**src/rtl/spell_mem_pkg.sv**
```systemverilog
// Shared types and defaults for the spell memory arbiter.
package spell_mem_pkg;

   // Backend channel chosen for a request
   typedef enum logic [1:0] {
      TGT_IO,
      TGT_INT,
      TGT_SPI
   } target_e;

   // Request/response FSM states
   typedef enum logic [1:0] {
      StIdle,
      StAccess,
      StRelease
   } state_e;

   // Default data-space IO window: [DEF_IO_BASE, DEF_IO_LIMIT)
   localparam int unsigned DEF_IO_BASE  = 'h20;
   localparam int unsigned DEF_IO_LIMIT = 'h60;

endpackage

```
**src/rtl/spell_mem_decode.sv**
```systemverilog
// Address decoder: maps a request onto the IO, internal-RAM or SPI-memory channel.
module spell_mem_decode
   import spell_mem_pkg::*;
#(
   parameter int unsigned ADDR_W   = 8,
   parameter int unsigned IO_BASE  = DEF_IO_BASE,
   parameter int unsigned IO_LIMIT = DEF_IO_LIMIT
) (
   input  logic [ADDR_W-1:0] addr,
   input  logic              type_data,
   input  logic              spimem_enabled,
   output target_e           target
);

   logic [31:0] addr_ext;
   logic        in_window;

   assign addr_ext  = 32'(addr);
   assign in_window = (addr_ext >= IO_BASE) && (addr_ext < IO_LIMIT);

   // Only data space can hit the IO window; everything else is memory
   always_comb begin
      target = spimem_enabled ? TGT_SPI : TGT_INT;
      if (type_data && in_window) begin
         target = TGT_IO;
      end
   end

endmodule

```
**src/rtl/spell_mem_arbiter.sv**
```systemverilog
// Spell memory front-end: registered request/response arbiter with timeout and bus error.
module spell_mem_arbiter
   import spell_mem_pkg::*;
#(
   parameter int unsigned       ADDR_W   = 8,
   parameter int unsigned       DATA_W   = 8,
   parameter int unsigned       IO_BASE  = DEF_IO_BASE,
   parameter int unsigned       IO_LIMIT = DEF_IO_LIMIT,
   parameter int unsigned       TIMEOUT  = 255,
   parameter int unsigned       TO_W     = 8,
   parameter logic [DATA_W-1:0] ERR_DATA = '1
) (
   input  logic              clk,
   input  logic              rst_n,
   input  logic              select,
   input  logic [ADDR_W-1:0] addr,
   input  logic [DATA_W-1:0] data_in,
   input  logic              memory_type_data,
   input  logic              write,
   output logic [DATA_W-1:0] data_out,
   output logic              data_ready,
   output logic              bus_error,
   input  logic              boot_strap,
   output logic              spimem_enabled,
   output logic [ADDR_W-1:0] b_addr,
   output logic [DATA_W-1:0] b_wdata,
   output logic              b_write,
   output logic              b_type_data,
   output logic              io_sel,
   output logic              int_sel,
   output logic              spi_sel,
   input  logic              io_ready,
   input  logic              int_ready,
   input  logic              spi_ready,
   input  logic [DATA_W-1:0] io_rdata,
   input  logic [DATA_W-1:0] int_rdata,
   input  logic [DATA_W-1:0] spi_rdata
);

   // Counter value after which one more idle ACCESS cycle means timeout
   localparam logic [TO_W-1:0] TO_LAST = TO_W'(TIMEOUT - 1);

   state_e            state_q, state_d;
   target_e           tgt_q, tgt_d, tgt_dec;
   logic [TO_W-1:0]   cnt_q, cnt_d;
   logic              sel_q, sel_d;
   logic              ready_q, ready_d;
   logic              err_q, err_d;
   logic              spimem_q;
   logic [DATA_W-1:0] dout_q, dout_d;
   logic [ADDR_W-1:0] baddr_q, baddr_d;
   logic [DATA_W-1:0] bwdata_q, bwdata_d;
   logic              bwrite_q, bwrite_d;
   logic              btype_q, btype_d;
   logic              tgt_ready;
   logic [DATA_W-1:0] tgt_rdata;

   spell_mem_decode #(
      .ADDR_W   (ADDR_W),
      .IO_BASE  (IO_BASE),
      .IO_LIMIT (IO_LIMIT)
   ) u_decode (
      .addr           (addr),
      .type_data      (memory_type_data),
      .spimem_enabled (spimem_q),
      .target         (tgt_dec)
   );

   // Observe only the latched target's ready/rdata; other channels are ignored
   always_comb begin
      tgt_ready = 1'b0;
      tgt_rdata = '0;
      unique case (tgt_q)
         TGT_IO:  begin tgt_ready = io_ready;  tgt_rdata = io_rdata;  end
         TGT_INT: begin tgt_ready = int_ready; tgt_rdata = int_rdata; end
         TGT_SPI: begin tgt_ready = spi_ready; tgt_rdata = spi_rdata; end
         default: ;
      endcase
   end

   // Next-state logic for the request FSM, timeout counter and latches
   always_comb begin
      state_d  = state_q;
      tgt_d    = tgt_q;
      cnt_d    = cnt_q;
      sel_d    = sel_q;
      ready_d  = 1'b0;
      err_d    = 1'b0;
      dout_d   = dout_q;
      baddr_d  = baddr_q;
      bwdata_d = bwdata_q;
      bwrite_d = bwrite_q;
      btype_d  = btype_q;
      unique case (state_q)
         StIdle: begin
            if (select) begin
               baddr_d  = addr;
               bwdata_d = data_in;
               bwrite_d = write;
               btype_d  = memory_type_data;
               tgt_d    = tgt_dec;
               cnt_d    = '0;
               sel_d    = 1'b1;
               state_d  = StAccess;
            end
         end
         StAccess: begin
            if (!select) begin
               // Requester gave up: drop the channel quietly
               sel_d   = 1'b0;
               state_d = StIdle;
            end else if (tgt_ready) begin
               sel_d   = 1'b0;
               ready_d = 1'b1;
               if (!bwrite_q) dout_d = tgt_rdata;
               state_d = StRelease;
            end else if (cnt_q == TO_LAST) begin
               sel_d   = 1'b0;
               ready_d = 1'b1;
               err_d   = 1'b1;
               if (!bwrite_q) dout_d = ERR_DATA;
               state_d = StRelease;
            end else begin
               cnt_d = cnt_q + 1'b1;
            end
         end
         StRelease: begin
            // Force a select-low cycle between requests
            if (!select) state_d = StIdle;
         end
         default: state_d = StIdle;
      endcase
   end

   // State register; strap is resampled on every reset cycle
   always_ff @(posedge clk) begin
      if (!rst_n) begin
         state_q  <= StIdle;
         tgt_q    <= TGT_IO;
         cnt_q    <= '0;
         sel_q    <= 1'b0;
         ready_q  <= 1'b0;
         err_q    <= 1'b0;
         dout_q   <= '0;
         baddr_q  <= '0;
         bwdata_q <= '0;
         bwrite_q <= 1'b0;
         btype_q  <= 1'b0;
         spimem_q <= boot_strap;
      end else begin
         state_q  <= state_d;
         tgt_q    <= tgt_d;
         cnt_q    <= cnt_d;
         sel_q    <= sel_d;
         ready_q  <= ready_d;
         err_q    <= err_d;
         dout_q   <= dout_d;
         baddr_q  <= baddr_d;
         bwdata_q <= bwdata_d;
         bwrite_q <= bwrite_d;
         btype_q  <= btype_d;
      end
   end

   assign io_sel         = sel_q && (tgt_q == TGT_IO);
   assign int_sel        = sel_q && (tgt_q == TGT_INT);
   assign spi_sel        = sel_q && (tgt_q == TGT_SPI);
   assign data_out       = dout_q;
   assign data_ready     = ready_q;
   assign bus_error      = err_q;
   assign spimem_enabled = spimem_q;
   assign b_addr         = baddr_q;
   assign b_wdata        = bwdata_q;
   assign b_write        = bwrite_q;
   assign b_type_data    = btype_q;

endmodule

```
**config.mk**
```make
export PLATFORM = sky130hd
export DESIGN_NAME = spell_mem_arbiter
export DESIGN_NICKNAME = d
export VERILOG_FILES = /design/src/rtl/spell_mem_pkg.sv /design/src/rtl/spell_mem_decode.sv /design/src/rtl/spell_mem_arbiter.sv
export SDC_FILE = /design/constraint.sdc
export NUM_CORES = 1
export LEC_CHECK = 0
export CORE_UTILIZATION = 30
export DETAILED_ROUTE_END_ITERATION = 8
export PLACE_DENSITY_LB_ADDON = 0.12
export REMOVE_ABC_BUFFERS = 1
export SYNTH_ARGS = -nofsm -noshare
export SYNTH_HDL_FRONTEND = slang
export SYNTH_HIERARCHICAL = 1
export SYNTH_SLANG_ARGS = --single-unit
```
**constraint.sdc**
```tcl
create_clock -name clk -period 4.25 [get_ports clk]
set_input_delay 0.6375 -clock clk [delete_from_list [all_inputs] [get_ports clk]]
set_output_delay 0.6375 -clock clk [all_outputs]
set_load 0.01 [all_outputs]
```
After elaboration in Yosys (flattened, before gate mapping):

Index checks and enable logic that the tools add are counted.

* logic and storage cells: 73
* register bits after elaboration: 42

* bitwise gates (word level): 3
* mux-type cells: 26
* order comparisons: 2
* $add $sub $neg: 1
* reductions and logical operators: 16
* equality and inequality tests: 13

Operator list (count)
* 8-bit two-way mux: 8
* 8-bit case mux with 3 select lines: 1
* 8-bit case mux with 2 select lines: 1
* 2-bit two-way mux: 7
* 2-bit != test, second input constant: 7
* 5-bit AND reduction: 2
* 3-bit AND reduction: 3
* 8-bit by 1-bit adder with 8-bit output, second input constant: 1
* 8-bit == test, second input constant: 1
* 8-bit by 6-bit >= comparator with 1-bit output, second input constant: 1
* 8-bit by 7-bit less-than comparator with 1-bit output, second input constant: 1
* 1-bit two-way mux: 6
* 2-bit case mux with 3 select lines: 1
* 1-bit logical AND: 5
* 2-bit by 1-bit == test with 1-bit output, second input constant: 2
* 2-bit == test, second input constant: 2
* 2-bit logical NOT: 2
* 4-bit != test, second input constant: 1
* 2-bit nonzero test: 2
* 4-bit OR reduction: 1
* 1-bit NOT: 3
* 1-bit case mux with 3 select lines: 1
* 1-bit case mux with 2 select lines: 1
* 2-bit AND reduction: 1

Logic depth before layout (Yosys ltp):

* word-level depth: 5
* depth in mapped cells: 6
* gate-level depth less buffers: 6

Modules after synthesis:

Netlist, hierarchy kept.

Modules (own cells, without submodules)
* spell_mem_arbiter: cells an instance 221, area an instance 1889.3 sq um, instances 1, sequential area each 850.8 sq um
* spell_mem_decode: cells an instance 4, area an instance 27.5 sq um, instances 1, sequential area each 0.0 sq um

Worst setup path after synthesis:

Ideal clock, no wire load.

* path kind: in2reg
* from: input rst_n
* to: register cnt_q[4]
* setup slack: 2.584 ns
* stages: 5
* data arrival time: 1.592 ns
* buffers on the path: 1
* path through: clkbuf_2 -> inv_2 -> nor3_1 -> or2b_1 -> a31oi_1

RTL lines
* start, declared: RTL line spell_mem_arbiter.sv:14 `input logic rst_n,`
* end signal, assigned: RTL line spell_mem_arbiter.sv:153 `cnt_q <= cnt_d;`
* end, declared: RTL line spell_mem_arbiter.sv:45 `logic [TO_W-1:0] cnt_q, cnt_d;`

Final worst setup path:

* from: register tgt_q[0]
* to: output int_sel

* word-level cells in the longest chain between the ends: 2

RTL lines
* start, declared: RTL line spell_mem_arbiter.sv:44 `target_e tgt_q, tgt_d, tgt_dec;`
* start signal, assigned: RTL line spell_mem_arbiter.sv:152 `tgt_q <= tgt_d;`
* 2-bit by 1-bit == test with 1-bit output: RTL line spell_mem_arbiter.sv:166 `assign int_sel = sel_q && (tgt_q == TGT_INT);`
* 1-bit logical AND: RTL line spell_mem_arbiter.sv:166
* end, declared: RTL line spell_mem_arbiter.sv:30 `output logic int_sel,`

No other way between the ends.

==> reports/results.ini <==
[detailed_routing]
drt_pass1_iterations=4
viasPerCell=4.98
first_iter_violations=57
route.detailed.drc=0
ant_nets=0
num_vias=1878
drt-total-wl_um=5070
routedWlPerCell_um=13.4

[setup_path]
endpoint_kind=output port
critical_path_class=flop to output port
critPathLaunchType=flop
reg2reg_depth=4
arrival_ns=1.90
worst_ep_required_time_ns=3.61
worst-path-max-fanout=15

[timing]
finalSetupViolations=0
fmax_mhz=393
fin_crit_ns=2.54
skew_ns=0.00497
holdWs_ns=0.457
slew_headroom_pct=48.1
tightest_slew_ns=0.777
fin_crit_sh_pct=59.8
hold_viol=0
slew_violations=0
setup_ws_ns=1.71
tns_ns=0
rsz0062_at_grt=no

[clock_tree]
insertion_delay_ns=0.29
hold_buffers=0
clockRootBuffer=clkbuf_8
cts_resized=0
clock_sinks=42
clockBufferDepth=2
cts_buffers=5
cts_max_level=2
post_cts_buffers=0
cts_tree=yes
clkTransAtPathRegs_ns=0.08

[floorplan]
top_level_ports=81
dieHeight_um=81.9
start_util_pct=31.8
coreArea_sq_mm=0.00603
die_x_um=81.9
rows=28
dieArea_sq_mm=0.00671

[cells_and_area]
regArea_sq_um=851
layout-drive-gt1-share_pct=7.62
multi_input_area_sq_um=992
stdcell_area_sq_mm=0.00286
n_antenna_cell=0
area_growth_pct=49.1
num-fill-cells=629
fin_nets=353

[hold_path]
min_path_type=flop to flop
whs_path_depth=2

[logic_synthesis]
postSynthAreaPerCell_sq_um=8.52
synth_seq_cells=42
synth_edf_count=1
synth_ff_type=dfxtp_1
synthArstFlopShare_pct=0
synth_area_sq_mm=0.00192
yosys_warnings=6
syn_inst=225
yosysSeqAreaShare_pct=44.4
synth_cell_types=40

[global_route]
grt_antenna_before_repair=0
grt_pass1_vias=1729
grt_max_degree=26
grt_pass1_wl_um=7890
grt.overflow.total=0
grt_usage_pct=15.4

[placed_design]
hpwl_um=3580
place_congestion=0.807
place_area_sq_mm=0.00277
port_buffers=80
dp_slack_ns=1.64

[power]
p_leak_nw=1.02
pwr_density_cell_mw_per_mm2=299
vdd_drop_max_mv=0.135
power.total_mw=0.854

[job]
maxCapViolCount=0

[outcome]
outcome=finished clean

[logic make-up after synthesis]
logic type,after synthesis,share of synthesized area [%]
AND/OR/NAND/NOR,92,22.5
AO/OA/AOI/OAI,61,21.7
flip-flops,42,44.4
buffers and inverters,17,3.85
multiplexers,10,5.87
adder cells (fa/ha/maj),2,1.31
XOR/XNOR,1,0.457
[cells in the mapped netlist (2+ instances only)]
cell	n	area, sq um
clkbuf_1	9	33.8
dfxtp_1	41	821
o211ai_2	3	37.5
nand2b_1	3	18.8
nand2_1	56	210
inv_1	4	15.0
and3_1	4	25.0
nand4_1	2	12.5
nor2_1	6	22.5
nor2b_1	3	18.8
mux2i_1	9	90.1
o21a_1	3	22.5
nand4b_1	2	17.5
or4_1	2	15.0
o221a_2	8	90.1
a31oi_1	8	50.1
ha_1	2	25.0
o21ai_0	11	55.1
a21oi_1	22	110
and3b_1	2	17.5
nand3_1	6	30.0
[area by class of cell]
type	count	area share (%)
sequential	42	29.8
inverter	5	0.657
multi-input combinational	166	34.7
clock buffer	7	3.02
tap	75	3.28
timing repair buffer	82	28.5
[worst paths after layout]
kind                                        startpoint                     end  slack, ns
worst min-delay path            b_addr[4]$_SDFFE_PN0P_  b_addr[4]$_SDFFE_PN0P_       0.46
worst max-delay path             tgt_q[0]$_SDFFE_PN0P_                 int_sel       1.71
worst max register to register   tgt_q[0]$_SDFFE_PN0P_   cnt_q[2]$_SDFFE_PN0P_       2.08
worst min register to register  b_addr[4]$_SDFFE_PN0P_  b_addr[4]$_SDFFE_PN0P_       0.46
[through the flow]
stage | utilization [%] | cells
after floorplan | - | 213
after global placement | 46.0 | 370
after detailed placement | 46.0 | 370
after CTS | 47.4 | 377
after global routing | 47.4 | 377
final | 47.4 | 377
[routing by layer]
metal	GRT usage, %	wire, um
met3	5.67	587
met2	24.7	2060
met4	4.56	75
met5	0	0
met1	19.0	2340
[worst max-delay path, cell delays in order (launching register included)]
cell and delay (ns):
dfxtp_1 0.83, and3b_1 0.26, clkdlybuf4s50_1 0.53
[power by group]
part           internal, mW  leakage, nW  switching (mW)  total, mW
logic                0.0954        0.628          0.0696      0.165
clock network         0.129       0.0443           0.128      0.257
registers             0.413        0.344          0.0179      0.431
total                 0.638         1.02           0.216      0.854
[layout by cell type (no fill, tap or decap), types with 3 or more instances in the layout]
cell type / count
mux2i_1: 9
clkdlybuf4s50_1: 80
nand2b_1: 3
o221a_2: 8
o21ai_0: 11
nand2_1: 56
and3_1: 4
dfxtp_1: 41
o211ai_2: 3
inv_1: 4
a21oi_1: 22
nor2_1: 6
nor2b_1: 3
a31oi_1: 8
nand3_1: 6
o21a_1: 3
clkbuf_8: 6
[state kept, by name (all words and copies together) (netlist names), 2 cells and up]
name / cells
b_addr: 8
b_wdata: 8
cnt_q: 8
data_out: 8
state_q: 2
tgt_q: 2
Power figures use the tool's default switching activity.
